$ cat config.mk
export PLATFORM = sky130hd
export DESIGN_NAME = program_loader
export DESIGN_NICKNAME = d
export VERILOG_FILES = /design/src/rtl/program_loader_pkg.sv /design/src/rtl/loader_word_assembler.sv /design/src/rtl/program_loader.sv
export SDC_FILE = /design/constraint.sdc
export NUM_CORES = 1
export LEC_CHECK = 0
export CAP_MARGIN = 25
export CORE_AREA = 2 2 105 107
export DETAILED_ROUTE_END_ITERATION = 10
export DIE_AREA = 0 0 107 109
export PLACE_DENSITY_LB_ADDON = 0.1
export REMOVE_ABC_BUFFERS = 1
export SLEW_MARGIN = 20
export SYNTH_ARGS = -nofsm -noshare
export SYNTH_HDL_FRONTEND = slang
export SYNTH_SLANG_ARGS = --single-unit
$ cat constraint.sdc
create_clock -name clk -period 3.2 [get_ports clk]
set_input_delay 0.32 -clock clk [delete_from_list [all_inputs] [get_ports clk]]
set_output_delay 0.32 -clock clk [all_outputs]
set_load 0.02 [all_outputs]
$ cat src/rtl/program_loader_pkg.sv
// program_loader_pkg: shared state encodings, byte width and state helpers for the program loader
package program_loader_pkg;
  localparam int BYTE_W = 8;
  typedef enum logic [2:0] {
    S_IDLE = 3'd0,
    S_LEN  = 3'd1,
    S_DATA = 3'd2,
    S_CSUM = 3'd3,
    S_RUN  = 3'd4,
    S_ERR  = 3'd5
  } state_t;
  function automatic logic is_busy(input state_t s);
    return s == S_LEN || s == S_DATA || s == S_CSUM;
  endfunction
endpackage

$ cat src/rtl/loader_word_assembler.sv
// loader_word_assembler: pairs accepted stream bytes (high byte first) into instruction words
module loader_word_assembler
  import program_loader_pkg::*;
#(
  parameter int IR_width = 12
) (
  input  logic                clk,
  input  logic                reset,
  input  logic                clr,
  input  logic                byte_stb,
  input  logic [BYTE_W-1:0]   byte_data,
  output logic                word_valid,
  output logic [IR_width-1:0] word
);
  logic                       phase;
  logic [IR_width-BYTE_W-1:0] hi;
  // phase toggles per accepted byte; the first byte's low bits become the word's top bits
  always_ff @(posedge clk or posedge reset) begin
    if (reset) begin
      phase <= 1'b0;
      hi    <= '0;
    end else begin
      phase <= clr ? 1'b0 : phase ^ byte_stb;
      if (byte_stb && !phase) hi <= byte_data[IR_width-BYTE_W-1:0];
    end
  end
  assign word_valid = byte_stb & phase;
  assign word       = {hi, byte_data};
endmodule

$ cat src/rtl/program_loader.sv
// program_loader: streams a length-prefixed, checksummed program into Ins_Memory and releases the cpu
module program_loader
  import program_loader_pkg::*;
#(
  parameter int IR_width = 12,
  parameter int Im_width = 8
) (
  input  logic                clk,
  input  logic                reset,
  input  logic                load_req,
  input  logic [BYTE_W-1:0]   in_data,
  input  logic                in_valid,
  output logic                in_ready,
  output logic [Im_width-1:0] im_address,
  output logic [IR_width-1:0] im_data,
  output logic                im_wren,
  output logic                im_sel,
  output logic                cpu_reset,
  output logic                start,
  output logic                busy,
  output logic                error
);
  localparam logic [IR_width-1:0] MAX_LEN = IR_width'(2 ** Im_width);
  state_t                state, next;
  logic                  wv;
  logic [IR_width-1:0]   w, len, sum, cnt;
  logic [Im_width-1:0]   addr;
  loader_word_assembler #(.IR_width(IR_width)) u_asm (
    .clk       (clk),
    .reset     (reset),
    .clr       (next != state),
    .byte_stb  (in_valid & in_ready),
    .byte_data (in_data),
    .word_valid(wv),
    .word      (w)
  );
  // state register
  always_ff @(posedge clk or posedge reset) begin
    if (reset) state <= S_IDLE;
    else       state <= next;
  end
  // next-state decode from completed words and reload requests
  always_comb begin
    next = state;
    unique case (state)
      S_IDLE:       next = load_req ? S_LEN : S_IDLE;
      S_LEN:        if (wv) next = w > MAX_LEN ? S_ERR : w == '0 ? S_CSUM : S_DATA;
      S_DATA:       if (wv && cnt + IR_width'(1) == len) next = S_CSUM;
      S_CSUM:       if (wv) next = w == sum ? S_RUN : S_ERR;
      S_RUN, S_ERR: if (load_req) next = S_LEN;
      default:      next = S_IDLE;
    endcase
  end
  // registered outputs, write port, address/word counters and checksum accumulator
  always_ff @(posedge clk or posedge reset) begin
    if (reset) begin
      len        <= '0;
      sum        <= '0;
      cnt        <= '0;
      addr       <= '0;
      im_address <= '0;
      im_data    <= '0;
      im_wren    <= 1'b0;
      cpu_reset  <= 1'b1;
      start      <= 1'b0;
      busy       <= 1'b0;
      error      <= 1'b0;
    end else begin
      busy      <= is_busy(next);
      error     <= next == S_ERR;
      cpu_reset <= next != S_RUN;
      start     <= next == S_RUN;
      im_wren   <= state == S_DATA && wv;
      if (state == S_LEN && wv) len <= w;
      if ((next == S_LEN && state != S_LEN) || (state == S_LEN && wv)) begin
        sum  <= '0;
        cnt  <= '0;
        addr <= '0;
      end else if (state == S_DATA && wv) begin
        im_address <= addr;
        im_data    <= w;
        addr       <= addr + Im_width'(1);
        cnt        <= cnt + IR_width'(1);
        sum        <= sum + w;
      end
    end
  end
  assign in_ready = busy;
  assign im_sel   = cpu_reset;
endmodule

-- Word-level counts from Yosys, hierarchy flattened
Index checks and enable logic that the tools add are counted.
- add/sub/neg operators: 3
- muxes and demuxes: 16
- reductions and logical operators: 14
- order comparisons: 1
- bitwise operators: 4
- eq/ne operators: 15
- operator list (cell ; number):
    $mux 12 ; 4
    $eq 12x12->1 ; 2
    $mux 8 ; 2
    $mux 3 ; 5
    $pmux 3 s5 ; 1
    $add 12x1->12 const B ; 1
    $add 12x12->12 ; 1
    $eq 3x2->1 const B ; 4
    $eq 3x3->1 const B ; 4
    $gt 12x9->1 const B ; 1
    $logic_not 12->1 ; 1
    $add 8x1->8 const B ; 1
    $eq 3x1->1 const B ; 2
    $logic_and 1x1->1 ; 5
    $mux 1 ; 4
    $logic_not 3->1 ; 1
    $logic_or 1x1->1 ; 3
    $ne 3x1->1 const B ; 1
    $ne 3x3->1 ; 1
    $ne 3x3->1 const B ; 1
    $and 1x1->1 ; 2
    $reduce_and 2->1 ; 1
    $reduce_bool 2->1 ; 1
    $reduce_or 2->1 ; 1
    3 further kinds ; 3
- register bits after elaboration: 77
- output and inout bits: 27
- logic and storage cells: 67
- input bits: 12

-- Depth between registers and ports, before layout
- depth after elaboration: 10
- depth in mapped cells: 11
- gate-level depth less buffers: 9

-- Modules after synthesis
Synthesis repeated with hierarchy kept, for this count alone.
- cells, all modules: 423
- area total of the unflattened synthesis: 4103.9 um^2
- by module, submodules not included (module ; instances ; area each (um^2) ; sequential area each (um^2) ; cells each):
    program_loader ; 1 ; 3837.4 ; 1803.0 ; 401
    loader_word_assembler ; 1 ; 266.5 ; 125.1 ; 22

-- Worst setup path after synthesis
Ideal clock, no wire load.
- path type: reg-to-reg
- start point: register busy
- end point: register addr[4]
- path slack: 0.761 ns
- required time: 3.079 ns
- period minus slack after synthesis: 2.439 ns
- buffers on the path: 2
- arrival time: 2.318 ns
- cell stages (with the launch flop): 12
- setup time: 0.121 ns
- cell sequence: dfrtp_1 -> and2_1 -> ha_1 -> nand3b_1 -> nor4_1 -> a311oi_1 -> nor3b_1 -> o21ai_1 -> and2_1 -> buf_2 -> buf_6 -> a22o_1
- cells in the longest elaborated chain, start to end: 9
- elaborated cells between the ends (all ways): 14
- those cells by class: eq/ne (1); mux (5); bitwise (2); reduce/logical (6)
- ends and longest elaborated chain (item ; RTL line ; text):
    from (decl) ; program_loader.sv:20 ; output logic busy,
    from (signal assigned) ; program_loader.sv:69 ; busy <= is_busy(next);
    $and 1x1->1 * ; program_loader.sv:32 ; .byte_stb (in_valid & in_ready),
    $and 1x1->1 * ; loader_word_assembler.sv:27 ; assign word_valid = byte_stb & phase;
    $logic_and 1x1->1 ; program_loader.sv:48 ; S_DATA: if (wv && cnt + IR_width'(1) == len) next = S_CSUM;
    $mux 3 ; program_loader.sv:48 ;
    $pmux 3 s5 ; program_loader.sv:45 ; unique case (state)
    $eq 3x1->1 ; program_loader.sv:75 ; if ((next == S_LEN && state != S_LEN) || (state == S_LEN && wv)) begin
    $logic_and 1x1->1 ; program_loader.sv:75 ;
    $logic_or 1x1->1 ; program_loader.sv:75 ;
    $mux 8 / $reduce_bool 2->1 (equally long branches) ; - ;
    to (signal assigned) ; program_loader.sv:82 ; addr <= addr + Im_width'(1);
    to (decl) ; program_loader.sv:27 ; logic [Im_width-1:0] addr;
Mark *: on every way between the ends. The rest lies on a longest branch, timed or not.
A chain may end at the register's enable or synchronous reset.

-- Final worst setup path
- start point: input port in_data[0]
- end point: register sum[10]
- cells in the longest elaborated chain, start to end: 9
- elaborated cells between the ends (all ways): 16
- those cells by class: add/sub (1); order compare (1); eq/ne (2); mux (8); reduce/logical (4)
- ends and longest elaborated chain (item ; RTL line ; text):
    from (decl) ; program_loader.sv:11 ; input logic [BYTE_W-1:0] in_data,
    branches (longest 9 deep; another with $gt 12x9->1) ; - ;
    to (signal assigned) ; program_loader.sv:84 ; sum <= sum + w;
    to (decl) ; program_loader.sv:26 ; logic [IR_width-1:0] w, len, sum, cnt;
Parallel ways; which one is timed is not known. The select of a mux whose other input is x is not followed.

==> results_dict.tcl <==
set metrics [dict create \
    tns_ps 0 \
    routed_wl_mm 9.916 \
    num_rows 38 \
    power.density_mw_per_mm2 633.2 \
    synthFlopType "dfrtp_1" \
    report.power.total_mw 3.119 \
    die-height_um 109 \
    htreeDepth 3 \
    numCtsBuffers 9 \
    grt_max_degree 43 \
    p_leak_nw 2.270 \
    min_path_type "in -> async" \
    required_ps 3460 \
    outcome "completed" \
    ys_async_sr_fraction 1.000 \
    drt_iter0_drc 105 \
    worstPathMaxFanout 3 \
    nNetsFinal 486 \
    top_usage_layer "met2" \
    clockBufferDepth 2 \
    wl_per_cell_um 16.44 \
    post-route-period-util 0.8281 \
    post_cts_buffers 0 \
    drc_errors 0 \
    cts_tree "yes" \
    drive_gt1_frac 0.1296 \
    drtAntennaViolNets 0 \
    grt_pass1_wl_mm 16.91 \
    ys_ff_latch 77 \
    crit_path_start_kind "input port" \
    via_count 3227 \
    syn_inst 417 \
    cts-hold-fix-buffers 0 \
    grt_usage 0.1897 \
    clock_skew_ps 12.27 \
    initial_utilization 0.3907 \
    multi_input_area_mm2 0.002067 \
    clk_pin_slew_ps 90 \
    fill_cells 1004 \
    diodes 0 \
    ff_latch_area_mm2 0.001928 \
    via_per_inst 5.352 \
    grt_overflow_total 0 \
    setup_viol 0 \
    met2_usage 0.3185 \
    r2r-start "busy$_DFF_PP0_" \
    cts_root_buffer "clkbuf_8" \
    synth_edf_count 0 \
    crit_type "in -> reg" \
    antenna_found_initial 0 \
    synth_largest_area_cell "dfrtp_1" \
    syn_area_mm2 0.004143 \
    cts_resized 0 \
    rsz0062_at_grt "no" \
    dr.pass1.iters 4 \
    min_period_ps 2650 \
    use_met3 0.02809 \
    worstSkewPairLatency_ps 370 \
    use_met1 0.2465 \
    hold_violations 0 \
    worst_slew_pin_slew_ps 740.1 \
    max-vdd-ir-drop_v 0.0002559 \
    die_area_mm2 0.01166 \
    fmax_mhz 377.3 \
    relSlewSlack 0.5066 \
    maxCapViolations 0 \
    yosysSeqAreaShare 0.4654 \
    dpl-instance-area_mm2 0.004715 \
    io_buffers 38 \
    dpl.hpwl_mm 6.789 \
    synth_common_cells "dfrtp_1, nand2_1, nor2_1" \
    yosysUniqueCellTypes 63 \
    drv_slew 0 \
    place_congestion 0.8444 \
    io_pins 39 \
    avgSynthCellArea_um2 9.935 \
    core_mm2 0.01060 \
    cp-startpoint "in_data[0]" \
    critPathCaptureType "register" \
    synth.top_cells.by_area "dfrtp_1, nand2_1, ha_1, mux2_2, xnor2_1" \
    synth_most_common_cell "dfrtp_1" \
    die_x_um 107 \
    ys_warn_count 0 \
    stdcell_area_mm2 0.004925 \
    syn_to_final_growth_pct 18.88 \
    netlist.area_leader.share 0.4591 \
    critPathArrivalTime_ps 2910 \
    clock_sinks 77 \
    grt_pass1_vias 3291 \
]
## flip-flops by register name, indices dropped and copies added (netlist names)
signal and count:
addr 8, busy 1, cnt 12, cpu_reset 1, error 1, im_address 8
im_data 12, im_wren 1, len 12, start 1, state 3, sum 12
u_asm.hi 4, u_asm.phase 1
## per-layer routing
metal / part of all wire / up-vias
met5: 0 / -
met4: 0.017 / 0
li1: - / 1551
met2: 0.49 / 39
met1: 0.48 / 1626
met3: 0.019 / 11
## power breakdown
part	leakage [nW]	internal [mW]	switching, mW
registers	1.03	1.13	0.173
clock network	0.102	0.403	0.388
logic	1.14	0.472	0.555
total	2.27	2.00	1.12
## placed cells by master (no fill, tap or decap), types with 13 or more instances in the layout
cell             instances
clkdlybuf4s50_1         38
nor2_1                  27
ha_1                    15
mux2_2                  16
xnor2_1                 18
nand3_1                 25
xor2_1                  13
a21oi_1                 14
nand2_1                 69
a22o_1                  13
dfrtp_1                 76
## area by class of cell
cell class / instances / area share
inverter: 14 / 0.01092
clock inverter: 5 / 0.01194
clock buffer: 11 / 0.03074
tap: 140 / 0.03557
timing repair buffer: 51 / 0.09959
sequential: 77 / 0.3915
multi-input combinational: 305 / 0.4197
## worst max-delay path, stage by stage
cell and delay [ps]:
clkdlybuf4s50_1 450, ha_1 260, fa_1 410, a21o_1 190, a21oi_1 220, o21bai_1 110
a2111o_1 430, a41oi_1 240, xnor2_1 90, a22o_1 170
## path summary, 6_finish.rpt
kind                                                  end  slack, ps  cells past startpoint
worst max register to register         sum[2]$_DFFE_PP0P_        590                      9
worst min register to register  im_address[7]$_DFFE_PP0P_        480                      2
worst max-delay path                  sum[10]$_DFFE_PP0P_        550                     10
worst min-delay path                u_asm.phase$_DFF_PP0_        370                      2
max in group asynchronous              len[8]$_DFFE_PP0P_       2110                      3
min in group clk                im_address[7]$_DFFE_PP0P_        480                      2
## per-stage QoR
stage	instances	util	worst slack (ps)	hold WS [ps]
6_report	603	0.4645	549.9	374.0
3_3_place_gp	587	0.4447	213.9	456.4
4_1_cts	603	0.4645	545.6	405.0
5_1_grt	603	0.4645	283.4	430.4
2_1_floorplan	396	-	-387.6	425.4
3_5_place_dp	587	0.4447	151.4	461.9
## cell families (layout without fill, tap and decap cells)
group,Yosys count,count (layout),share of synthesized area
AND/OR/NAND/NOR,170,170,0.2051
flip-flops,77,77,0.4654
AO/OA/AOI/OAI,68,68,0.1238
buffers and inverters,35,81,0.03684
XOR/XNOR,31,31,0.06554
multiplexers,20,20,0.05316
adder cells (fa/ha/maj),16,16,0.05014
(Power assumes the default switching activity.)
